[src/rtl/dm_arbiter_if.sv]
// dm_arbiter_if: core request/ack and data-memory command bus of the arbiter.
interface dm_arbiter_if #(
    parameter int ADDR_W = 16,
    parameter int DATA_W = 16
);
    logic [3:0]          core_status;
    logic [3:0]          req;
    logic [3:0]          req_we;
    logic [4*ADDR_W-1:0] req_addr;
    logic [4*DATA_W-1:0] req_wdata;
    logic [3:0]          grant;
    logic [3:0]          ack;
    logic [DATA_W-1:0]   rdata;
    logic                mem_en;
    logic                mem_we;
    logic [ADDR_W-1:0]   mem_addr;
    logic [DATA_W-1:0]   mem_wdata;
    logic [DATA_W-1:0]   mem_rdata;
    logic                busy;

    modport slave (
        input  core_status, req, req_we, req_addr, req_wdata, mem_rdata,
        output grant, ack, rdata, mem_en, mem_we, mem_addr, mem_wdata, busy
    );

    modport master (
        output core_status, req, req_we, req_addr, req_wdata, mem_rdata,
        input  grant, ack, rdata, mem_en, mem_we, mem_addr, mem_wdata, busy
    );
endinterface

[src/rtl/dm_arbiter.sv]
// dm_arbiter: 4-core data-memory arbiter, two cycles per access, round-robin;
// define DM_ARB_FIXED_PRIO_EN for fixed priority (core 0 highest).
module dm_arbiter #(
    parameter int ADDR_W = 16,
    parameter int DATA_W = 16
) (
    input logic          clk,
    input logic          rst,
    dm_arbiter_if.slave  bus
);
    typedef enum logic [1:0] {IDLE, GRANT, RESP} state_t;

    state_t              state_q, state_d;
    logic [1:0]          ptr_q, ptr_d;
    logic [3:0]          grant_q, grant_d;
    logic [3:0]          ack_q, ack_d;
    logic                mem_en_q, mem_en_d;
    logic                mem_we_q, mem_we_d;
    logic [ADDR_W-1:0]   mem_addr_q, mem_addr_d;
    logic [DATA_W-1:0]   mem_wdata_q, mem_wdata_d;
    logic [3:0]          elig;
    logic [1:0]          base, idx, win;

    always_comb begin
        // the core being acked this cycle may only re-request from the next cycle
        elig = bus.req & bus.core_status & ~ack_q;
`ifdef DM_ARB_FIXED_PRIO_EN
        base = 2'd0;
`else
        base = ptr_q;
`endif
        idx = 2'd0;
        win = 2'd0;
        // descending scan so the eligible core closest to base wins
        for (int k = 3; k >= 0; k--) begin
            idx = base + 2'(k);
            if (elig[idx]) win = idx;
        end
        state_d     = state_q;
        ptr_d       = ptr_q;
        grant_d     = 4'b0000;
        ack_d       = 4'b0000;
        mem_en_d    = 1'b0;
        mem_we_d    = 1'b0;
        mem_addr_d  = mem_addr_q;
        mem_wdata_d = mem_wdata_q;
        if (state_q == GRANT) begin
            state_d = RESP;
            ack_d   = grant_q;
        end else if (|elig) begin
            state_d     = GRANT;
            grant_d     = 4'b0001 << win;
            mem_en_d    = 1'b1;
            mem_we_d    = bus.req_we[win];
            mem_addr_d  = bus.req_addr[win*ADDR_W +: ADDR_W];
            mem_wdata_d = bus.req_wdata[win*DATA_W +: DATA_W];
`ifndef DM_ARB_FIXED_PRIO_EN
            ptr_d       = win + 2'd1;
`endif
        end else begin
            state_d = IDLE;
        end
    end

    always_ff @(posedge clk or posedge rst) begin
        if (rst) begin
            state_q     <= IDLE;
            ptr_q       <= 2'd0;
            grant_q     <= 4'b0000;
            ack_q       <= 4'b0000;
            mem_en_q    <= 1'b0;
            mem_we_q    <= 1'b0;
            mem_addr_q  <= '0;
            mem_wdata_q <= '0;
        end else begin
            state_q     <= state_d;
            ptr_q       <= ptr_d;
            grant_q     <= grant_d;
            ack_q       <= ack_d;
            mem_en_q    <= mem_en_d;
            mem_we_q    <= mem_we_d;
            mem_addr_q  <= mem_addr_d;
            mem_wdata_q <= mem_wdata_d;
        end
    end

    assign bus.grant     = grant_q;
    assign bus.ack       = ack_q;
    assign bus.rdata     = bus.mem_rdata;
    assign bus.mem_en    = mem_en_q;
    assign bus.mem_we    = mem_we_q;
    assign bus.mem_addr  = mem_addr_q;
    assign bus.mem_wdata = mem_wdata_q;
    assign bus.busy      = state_q != IDLE;
endmodule

[src/flat_wrapper.sv]
// flat-port wrapper written by rule: the top's interface ports become plain ports
module dm_arbiter_flat 
#(
    parameter int ADDR_W = 16,
    parameter int DATA_W = 16
)
  (clk, rst, bus_core_status, bus_req, bus_req_we, bus_req_addr, bus_req_wdata, bus_mem_rdata, bus_grant, bus_ack, bus_rdata, bus_mem_en, bus_mem_we, bus_mem_addr, bus_mem_wdata, bus_busy);
  dm_arbiter_if #(.ADDR_W(ADDR_W), .DATA_W(DATA_W)) bus_i ();
  input logic clk;
  input logic rst;
  input wire logic [$bits(bus_i.core_status)-1:0] bus_core_status;
  input wire logic [$bits(bus_i.req)-1:0] bus_req;
  input wire logic [$bits(bus_i.req_we)-1:0] bus_req_we;
  input wire logic [$bits(bus_i.req_addr)-1:0] bus_req_addr;
  input wire logic [$bits(bus_i.req_wdata)-1:0] bus_req_wdata;
  input wire logic [$bits(bus_i.mem_rdata)-1:0] bus_mem_rdata;
  output wire logic [$bits(bus_i.grant)-1:0] bus_grant;
  output wire logic [$bits(bus_i.ack)-1:0] bus_ack;
  output wire logic [$bits(bus_i.rdata)-1:0] bus_rdata;
  output wire logic [$bits(bus_i.mem_en)-1:0] bus_mem_en;
  output wire logic [$bits(bus_i.mem_we)-1:0] bus_mem_we;
  output wire logic [$bits(bus_i.mem_addr)-1:0] bus_mem_addr;
  output wire logic [$bits(bus_i.mem_wdata)-1:0] bus_mem_wdata;
  output wire logic [$bits(bus_i.busy)-1:0] bus_busy;
  assign bus_i.core_status = bus_core_status;
  assign bus_i.req = bus_req;
  assign bus_i.req_we = bus_req_we;
  assign bus_i.req_addr = bus_req_addr;
  assign bus_i.req_wdata = bus_req_wdata;
  assign bus_i.mem_rdata = bus_mem_rdata;
  assign bus_grant = bus_i.grant;
  assign bus_ack = bus_i.ack;
  assign bus_rdata = bus_i.rdata;
  assign bus_mem_en = bus_i.mem_en;
  assign bus_mem_we = bus_i.mem_we;
  assign bus_mem_addr = bus_i.mem_addr;
  assign bus_mem_wdata = bus_i.mem_wdata;
  assign bus_busy = bus_i.busy;
  dm_arbiter #(.ADDR_W(ADDR_W), .DATA_W(DATA_W)) u_core (.clk(clk), .rst(rst), .bus(bus_i));
endmodule
[config.mk]
export PLATFORM = sky130hd
export DESIGN_NAME = dm_arbiter_flat
export DESIGN_NICKNAME = d
export VERILOG_FILES = /design/src/rtl/dm_arbiter_if.sv /design/src/rtl/dm_arbiter.sv /design/src/flat_wrapper.sv
export SDC_FILE = /design/constraint.sdc
export NUM_CORES = 1
export LEC_CHECK = 0
export ABC_AREA = 1
export CAP_MARGIN = 10
export CORE_UTILIZATION = 39
export DETAILED_ROUTE_END_ITERATION = 16
export GPL_TIMING_DRIVEN = 0
export PLACE_DENSITY = 0.86
export SYNTH_ARGS = -nofsm -noshare
export SYNTH_HDL_FRONTEND = slang
export SYNTH_SLANG_ARGS = --single-unit
[constraint.sdc]
create_clock -name clk -period 2.5 [get_ports clk]
set_clock_uncertainty 0.15 [all_clocks]
set_input_delay 0.375 -clock clk [delete_from_list [all_inputs] [get_ports clk]]
set_output_delay 0.375 -clock clk [all_outputs]
set_load 0.02 [all_outputs]
==> key figures, run 1 <==
Timing
  – Rel. slew slack: 0.620
  – Unrepaired setup endpoints after global routing: true
  – Worst setup slack after layout: roughly 0.16 ns
  – Hold Vio Cnt, Final: 0
  – Tmin final: roughly 2.3 ns
  – Period utilization: 0.935
  – TNS Setup: 0 ns
  – FMAX: between 400 and 500 MHz
  – Max-slew violation count: 0
  – Pin slew with the least headroom to its limit: between 0.5 and 0.6 ns
  – Hold slack: 0.280 ns
  – Setup violators final: 0

Synthesis
  – Register area share after synthesis: 0.303
  – Top cells by count, synth: 214 x nand2_1, 146 x inv_1, 136 x nand3_1, 45 x dfrtp_1, 22 x buf_2
  – Cell accounting for the most synthesized area: dfrtp_1
  – Synth Instances: around 630
  – Ranking of synthesized cells by area: dfrtp_1 30%, nand2_1 22%, nand3_1 18%
  – Yosys cell types: 24
  – Post-synth EDFFs: 0
  – Asr flop ratio synth: 1.00
  – Post-synthesis net count: 795
  – Synth Register Bits: 45
  – Syn Area/Cell: 5.87 µm²
  – Share of the synthesized area in the top cell type: 0.303
  – Yosys warnings: 0
  – Ys flop type: dfrtp_1
  – Synthesized area: around 3700 µm²
  – Most numerous cell in the Yosys netlist: nand2_1

Place
  – IO Port Bufs: 200
  – Dpl cells: about 960
  – HPWL after detailed placement: between 9000 and 10000 µm
  – DP Worst Slack: -0.300 ns
  – RePlAce Congestion: roughly 0.94

Die
  – Starting Density: 0.402
  – Die width: 99.6 µm
  – Core Region: 9240 µm²
  – Num rows: 35
  – I/O Pins: approximately 220
  – Total die area: 9920 µm²
  – Die H: 99.6 µm

Power and ir drop
  – Clock network power share: 0.063
  – VDD IR max: ~0.66 mV
  – Comb pwr share: 0.776
  – PwrDens: between 1000 and 1500 nW/µm²
  – Sequential cell fraction of total power: 0.161
  – Switching Fraction: 0.537
  – P_int: between 3 and 4 mW
  – NetSw: between 4 and 5 mW
  – Total power: around 7.9 mW
  – Leakage: approximately 3.4 nW

Setup path
  – Nature of the critical path endpoint: register
  – Crit path launch: bus_req[1]
  – WS Path Type: input port to register
  – FF-to-FF setup slack: about 0.25 ns
  – Critical Path AT: 2.37 ns
  – Worst reg-to-reg path cell count: 12
  – CP required: ~2.5 ns
  – Critical Path Source Type: input port
  – CP max FO: 11
  – Worst reg2reg path startpoint: u_core.base[0]
  – Critical Path End: u_core.base[1]
  – Reg-to-reg critical path endpoint: u_core.base[1]

Global routing
  – GRT overflow: 0
  – Vias in the first global route: roughly 4300
  – Initial antenna violation count: 0
  – Largest net degree at the start of global routing: 24
  – First-pass GRT wire length: around 20000 µm
  – Gr usage total: 0.255

Drt
  – Drt initial violations: roughly 140
  – Number of iterations in the first detailed-routing pass: 5
  – Final WL: roughly 12000 µm
  – DR WL/cell: between 10 and 15 µm
  – DR vias/cell: 4.56
  – Vias post-DR: about 4400
  – Antenna Violating Nets Remaining: 0
  – Residual DRC: 0

CTS
  – CTS sink cnt: 45
  – Clock slew seen by the registers of the worst setup and hold paths: about 0.10 ns
  – Num CTS Buffers: 5
  – Clock root buffer master: clkbuf_8
  – Hold_buf cts: 0
  – Clock buffer depth: 2
  – Worst-Skew Late Latency: around 0.31 ns
  – H-tree Lvls: 2
  – CTS tree: yes

Layout
  – Fraction of layout cells with a size suffix above 1: 0.0840
  – Cell Count, Final, Fillers Out: 974
  – Area grow syn2layout: 62.6%
  – Final net count: between 1000 and 1500
  – Antenna Cells: 0
  – # fillers: roughly 890

Run
  – Max_cap viols: 0

Status
  – Status: finished, final reports clean

Hold path
  – Worst hold path type: input port to asynchronous set/reset pin
==> layer usage <==
metal,GRT usage,vias to the layer above,part of all wire,wire [µm]
met5,0,-,0,0
met1,0.302,1973,0.41,5110
met2,0.468,169,0.50,6170
li1,-,2280,-,-
met4,0.0735,0,0.018,223
met3,0.0457,18,0.076,940
==> state kept, by name (all words and copies together), names as in the netlist <==
register              count
u_core.bus.mem_we         1
u_core.bus.ack            4
u_core.base               2
u_core.bus.grant          4
u_core.state_q            2
u_core.bus.mem_wdata     16
u_core.bus.mem_addr      16
==> worst min-delay path by stage <==
stage,startpoint,endpoint
finish,rst,u_core.bus.mem_addr[11]
global route,rst,u_core.bus.mem_addr[11]
CTS,rst,u_core.bus.mem_addr[11]
detailed placement,u_core.state_q[1],u_core.state_q[1]
global placement,u_core.state_q[1],u_core.state_q[1]
floorplan,u_core.state_q[1],u_core.state_q[1]
==> critical path, stage by stage <==
cell and delay, ns:
clkdlybuf4s50_1 0.45, nand2_1 0.08, nor2_1 0.18, nand2_1 0.10, nand2_1 0.09, a21oi_2 0.04
nand2_1 0.09, nand3_2 0.11, nand2_2 0.15, buf_4 0.21, inv_1 0.08, ha_1 0.28
nand2_1 0.07, o21ai_0 0.07
==> power by group through the flow <==
stage	clock [mW]	sequential [mW]	combinational [mW]
floorplan	0	1.61	3.64
global placement	0	1.27	5.94
detailed placement	0	1.28	6.04
CTS	0.510	1.27	6.06
global route	0.536	1.31	6.87
finish	0.496	1.27	6.13
==> through the flow <==
stage	util	instance area, µm²
after global routing	0.654	6040
after global placement	0.636	5880
after detailed placement	0.639	5910
after floorplan	-	3710
after CTS	0.649	6000
final	0.654	6040
==> layout make-up <==
type,count,area [µm²],area share
Clock inverter,3,26.3,0.00435
Sequential cell,45,1130,0.187
Multi-Input combinational cell,388,1720,0.285
Tap cell,129,161,0.0267
Buffer,50,318,0.0526
Timing Repair Buffer,204,2050,0.340
Clock buffer,5,68.8,0.0114
Inverter,150,563,0.0932
==> timing repair <==
item | 4_1_cts | 5_1_grt
resized for setup | 0 | 12
setup endpoints to repair | 0 | 19
buffers inserted | 0 | 3
==> logic make-up (layout without fill, tap and decap cells) <==
logic type | count (synthesis) | count (layout) | synth area share
adder cells (fa/ha/maj) | 4 | 4 | 0.0135
flip-flops | 45 | 45 | 0.303
buffers and inverters | 200 | 412 | 0.234
AND/OR/NAND/NOR | 374 | 374 | 0.431
AO/OA/AOI/OAI | 10 | 10 | 0.0185
==> cells in the final DEF, fill, tap and decap left out, drive strengths merged <==
cell type,instances
nand3b,2
clkinv,2
inv,151
o21ai,8
nand4,1
nand3,137
nand2,216
dfrtp,45
ha,4
and2,1
a21oi,2
clkdlybuf4s50,200
or2,1
nor3,1
buf,45
clkbuf,14
nor2,15
No activity file was read; power rests on OpenSTA's default activity.
==> run 2, diff against run 1 <==
--- a/config.mk
+++ b/config.mk
@@ -11,6 +11,7 @@
 export DETAILED_ROUTE_END_ITERATION = 16
 export GPL_TIMING_DRIVEN = 0
 export PLACE_DENSITY = 0.86
+export SKIP_LAST_GASP = 1
 export SYNTH_ARGS = -nofsm -noshare
 export SYNTH_HDL_FRONTEND = slang
 export SYNTH_SLANG_ARGS = --single-unit
==> constraint.sdc (replaced) <==
create_clock -name clk -period 2.5 [get_ports clk]
set_clock_uncertainty 0.15 [all_clocks]
set_input_delay 0.75 -clock clk [delete_from_list [all_inputs] [get_ports clk]]
set_output_delay 0.75 -clock clk [all_outputs]
set_load 0.02 [all_outputs]
==> run 2 against run 1 <==
Flip-flop and latch count stayed put. Sequential power barely moved. Clock power grew 1%. Critical endpoint is now u_core.bus.mem_addr[4]. Largest power group unchanged. Highest routed layer unchanged.
==> key figures, run 2 (synthesis results as in run 1) <==
Die
  – Core Region: 9240 µm² (unchanged)
  – Die H: 99.6 µm (unchanged)
  – Die width: 99.6 µm (unchanged)
  – Num rows: 35 (unchanged)
  – Total die area: 9920 µm² (unchanged)
  – I/O Pins: 217 (unchanged)
  – Starting Density: 0.402 (unchanged)

Drt
  – DR vias/cell: 4.60 (+0.91%)
  – Antenna Violating Nets Remaining: 0 (unchanged)
  – Residual DRC: 0 (unchanged)
  – Vias post-DR: 4531 (+2.0%)
  – Number of iterations in the first detailed-routing pass: 5 (unchanged)
  – DR WL/cell: 13.2 µm (+3.3%)
  – Final WL: 13000 µm (+4.4%)
  – Drt initial violations: 153 (+10%)

Setup path
  – Critical Path AT: 2.45 ns (+0.08 ns)
  – Nature of the critical path endpoint: register
  – CP max FO: 8 (-3)
  – WS Path Type: input port to register
  – FF-to-FF setup slack: 0.30 ns (+0.05 ns)
  – CP required: 2.55 ns (about the same)
  – Critical Path Source Type: input port

Global routing
  – Largest net degree at the start of global routing: 24 (unchanged)
  – Initial antenna violation count: 0 (unchanged)
  – Gr usage total: 0.264 (+0.00985)
  – First-pass GRT wire length: 20500 µm (+3.4%)
  – GRT overflow: 0 (unchanged)
  – Vias in the first global route: 4363 (+2.6%)

CTS
  – Clock root buffer master: clkbuf_8
  – Num CTS Buffers: 5 (unchanged)
  – Clock buffer depth: 2 (unchanged)
  – CTS sink cnt: 45 (unchanged)
  – H-tree Lvls: 2 (unchanged)
  – Worst-Skew Late Latency: 0.31 ns (about the same)
  – Clock slew seen by the registers of the worst setup and hold paths: 0.11 ns (about the same)
  – CTS tree: yes
  – Hold_buf cts: 0 (unchanged)

Timing
  – Unrepaired setup endpoints after global routing: true
  – FMAX: 416 MHz (-2.8%)
  – Hold Vio Cnt, Final: 0 (unchanged)
  – Worst setup slack after layout: 0.0965 ns (-0.0664 ns)
  – Tmin final: 2.40 ns (+0.0664 ns)
  – Pin slew with the least headroom to its limit: 0.571 ns (+0.00143 ns)
  – TNS Setup: 0 ns (unchanged)
  – Period utilization: 0.961 (+0.0266)
  – Setup violators final: 0 (unchanged)
  – Max-slew violation count: 0 (unchanged)
  – Rel. slew slack: 0.619 (-0.000954)

Layout
  – Area of the multi-input gates: 1800 µm² (+4.3%)
  – Commonest non-fill, non-tap cell in the layout: nand2_1
  – Antenna Cells: 0 (unchanged)
  – Final Instance Area: 6340 µm² (+5.0%)
  – Area grow syn2layout: 70.8%
  – Final core utilization: 0.687 (+0.0329)
  – Most frequent cells in the layout: 206 x nand2_1, 191 x clkdlybuf4s50_1, 144 x inv_1
  – Fraction of layout cells with a size suffix above 1: 0.113 (+0.0293)
  – # fillers: 854 (-3.9%)
  – Register Area: 1130 µm² (-0.11%)
  – Final net count: 1017 (+1.1%)

Place
  – HPWL after detailed placement: 9580 µm (unchanged)
  – RePlAce Congestion: 0.935 (unchanged)
  – IO Port Bufs: 200 (unchanged)
  – Cell Area, Placed: 5910 µm² (unchanged)
  – DP Worst Slack: -0.675 ns (-0.375 ns)

Power and ir drop
  – Total power: 9.10 mW (+15%)
  – Leakage: 3.51 nW (+4.2%)
  – Switching Fraction: 0.503 (-0.0333)
  – NetSw: 4.58 mW (+8.1%)
  – Clock network power share: 0.055 (-0.008)
  – PwrDens: 1430 nW/µm² (+9.7%)
  – VDD IR max: 0.876 mV (+32%)
  – Comb pwr share: 0.805 (+0.029)
  – P_int: 4.52 mW (+23%)
  – Sequential cell fraction of total power: 0.140 (-0.021)

Run
  – Max_cap viols: 0 (unchanged)

Status
  – Status: finished, final reports clean

Hold path
  – Worst hold path type: register to register
==> run 2: layout make-up <==
type,count,area share
clock buffer,5,0.0108
tap,129,0.0254
clock inverter,3,0.00414
multi-input combinational,388,0.283
buffer,50,0.0617
sequential,45,0.177
inverter,150,0.0887
timing repair buffer,215,0.348
==> run 2: worst max-delay path: stages <==
cell and delay [ns]:
dlygate4sd2_1 0.24, nand2_2 0.10, nor2_4 0.06, nand2_1 0.10, nand2_2 0.08, a21oi_4 0.14, nand2_2 0.10, nand2_2 0.09
nand2_4 0.07, nand2_4 0.10, buf_12 0.11, buf_8 0.09, buf_4 0.15, nand2_1 0.06, nand3_1 0.07, nand2_1 0.05
nand2_1 0.06, nand2_1 0.05
==> run 2: power groups by stage <==
stage	sequential [mW]	combinational, mW	clock (mW)
after global placement	1.27	5.94	0
after detailed placement	1.28	6.04	0
after floorplan	1.61	3.64	0
final	1.28	7.32	0.502
after global routing	1.32	8.08	0.539
after CTS	1.27	7.20	0.510
==> run 2: path summary, 6_finish.rpt <==
| kind | end | cells past startpoint | start |
|---|---|---|---|
| worst min-delay path | u_core.state_q[1] | 1 | u_core.state_q[1] |
| worst max-delay path | u_core.bus.mem_addr[4] | 18 | bus_req[1] |
| worst max register to register | u_core.bus.mem_addr[4] | 17 | u_core.base[0] |
| max in group asynchronous | u_core.bus.mem_wdata[15] | 3 | rst |
| worst min register to register | u_core.state_q[1] | 1 | u_core.state_q[1] |
| min in group asynchronous | u_core.bus.mem_addr[11] | 2 | rst |
==> run 2: metal layers <==
layer  part of all wire  track usage  routed length [µm]
met3              0.066       0.0457                 861
met1               0.41        0.313                5380
met4              0.019       0.0724                 253
met2               0.50        0.490                6500
met5                  0            0                   0
==> run 2: per-stage QoR <==
stage,instances,hold WS [ns]
after floorplan,633,0.266
after global placement,962,0.280
after detailed placement,963,0.292
after CTS,984,0.316
after global routing,985,0.341
final,985,0.323
==> run 2: timing repair <==
| action | in CTS | in global routing |
|---|---|---|
| cloned | 1 | 0 |
| gates resized for setup | 56 | 5 |
| setup endpoints to repair | 39 | 19 |
| buffers inserted | 12 | 1 |
| endpoints found under the hold margin | 0 | 0 |
| pin swaps | 25 | 5 |
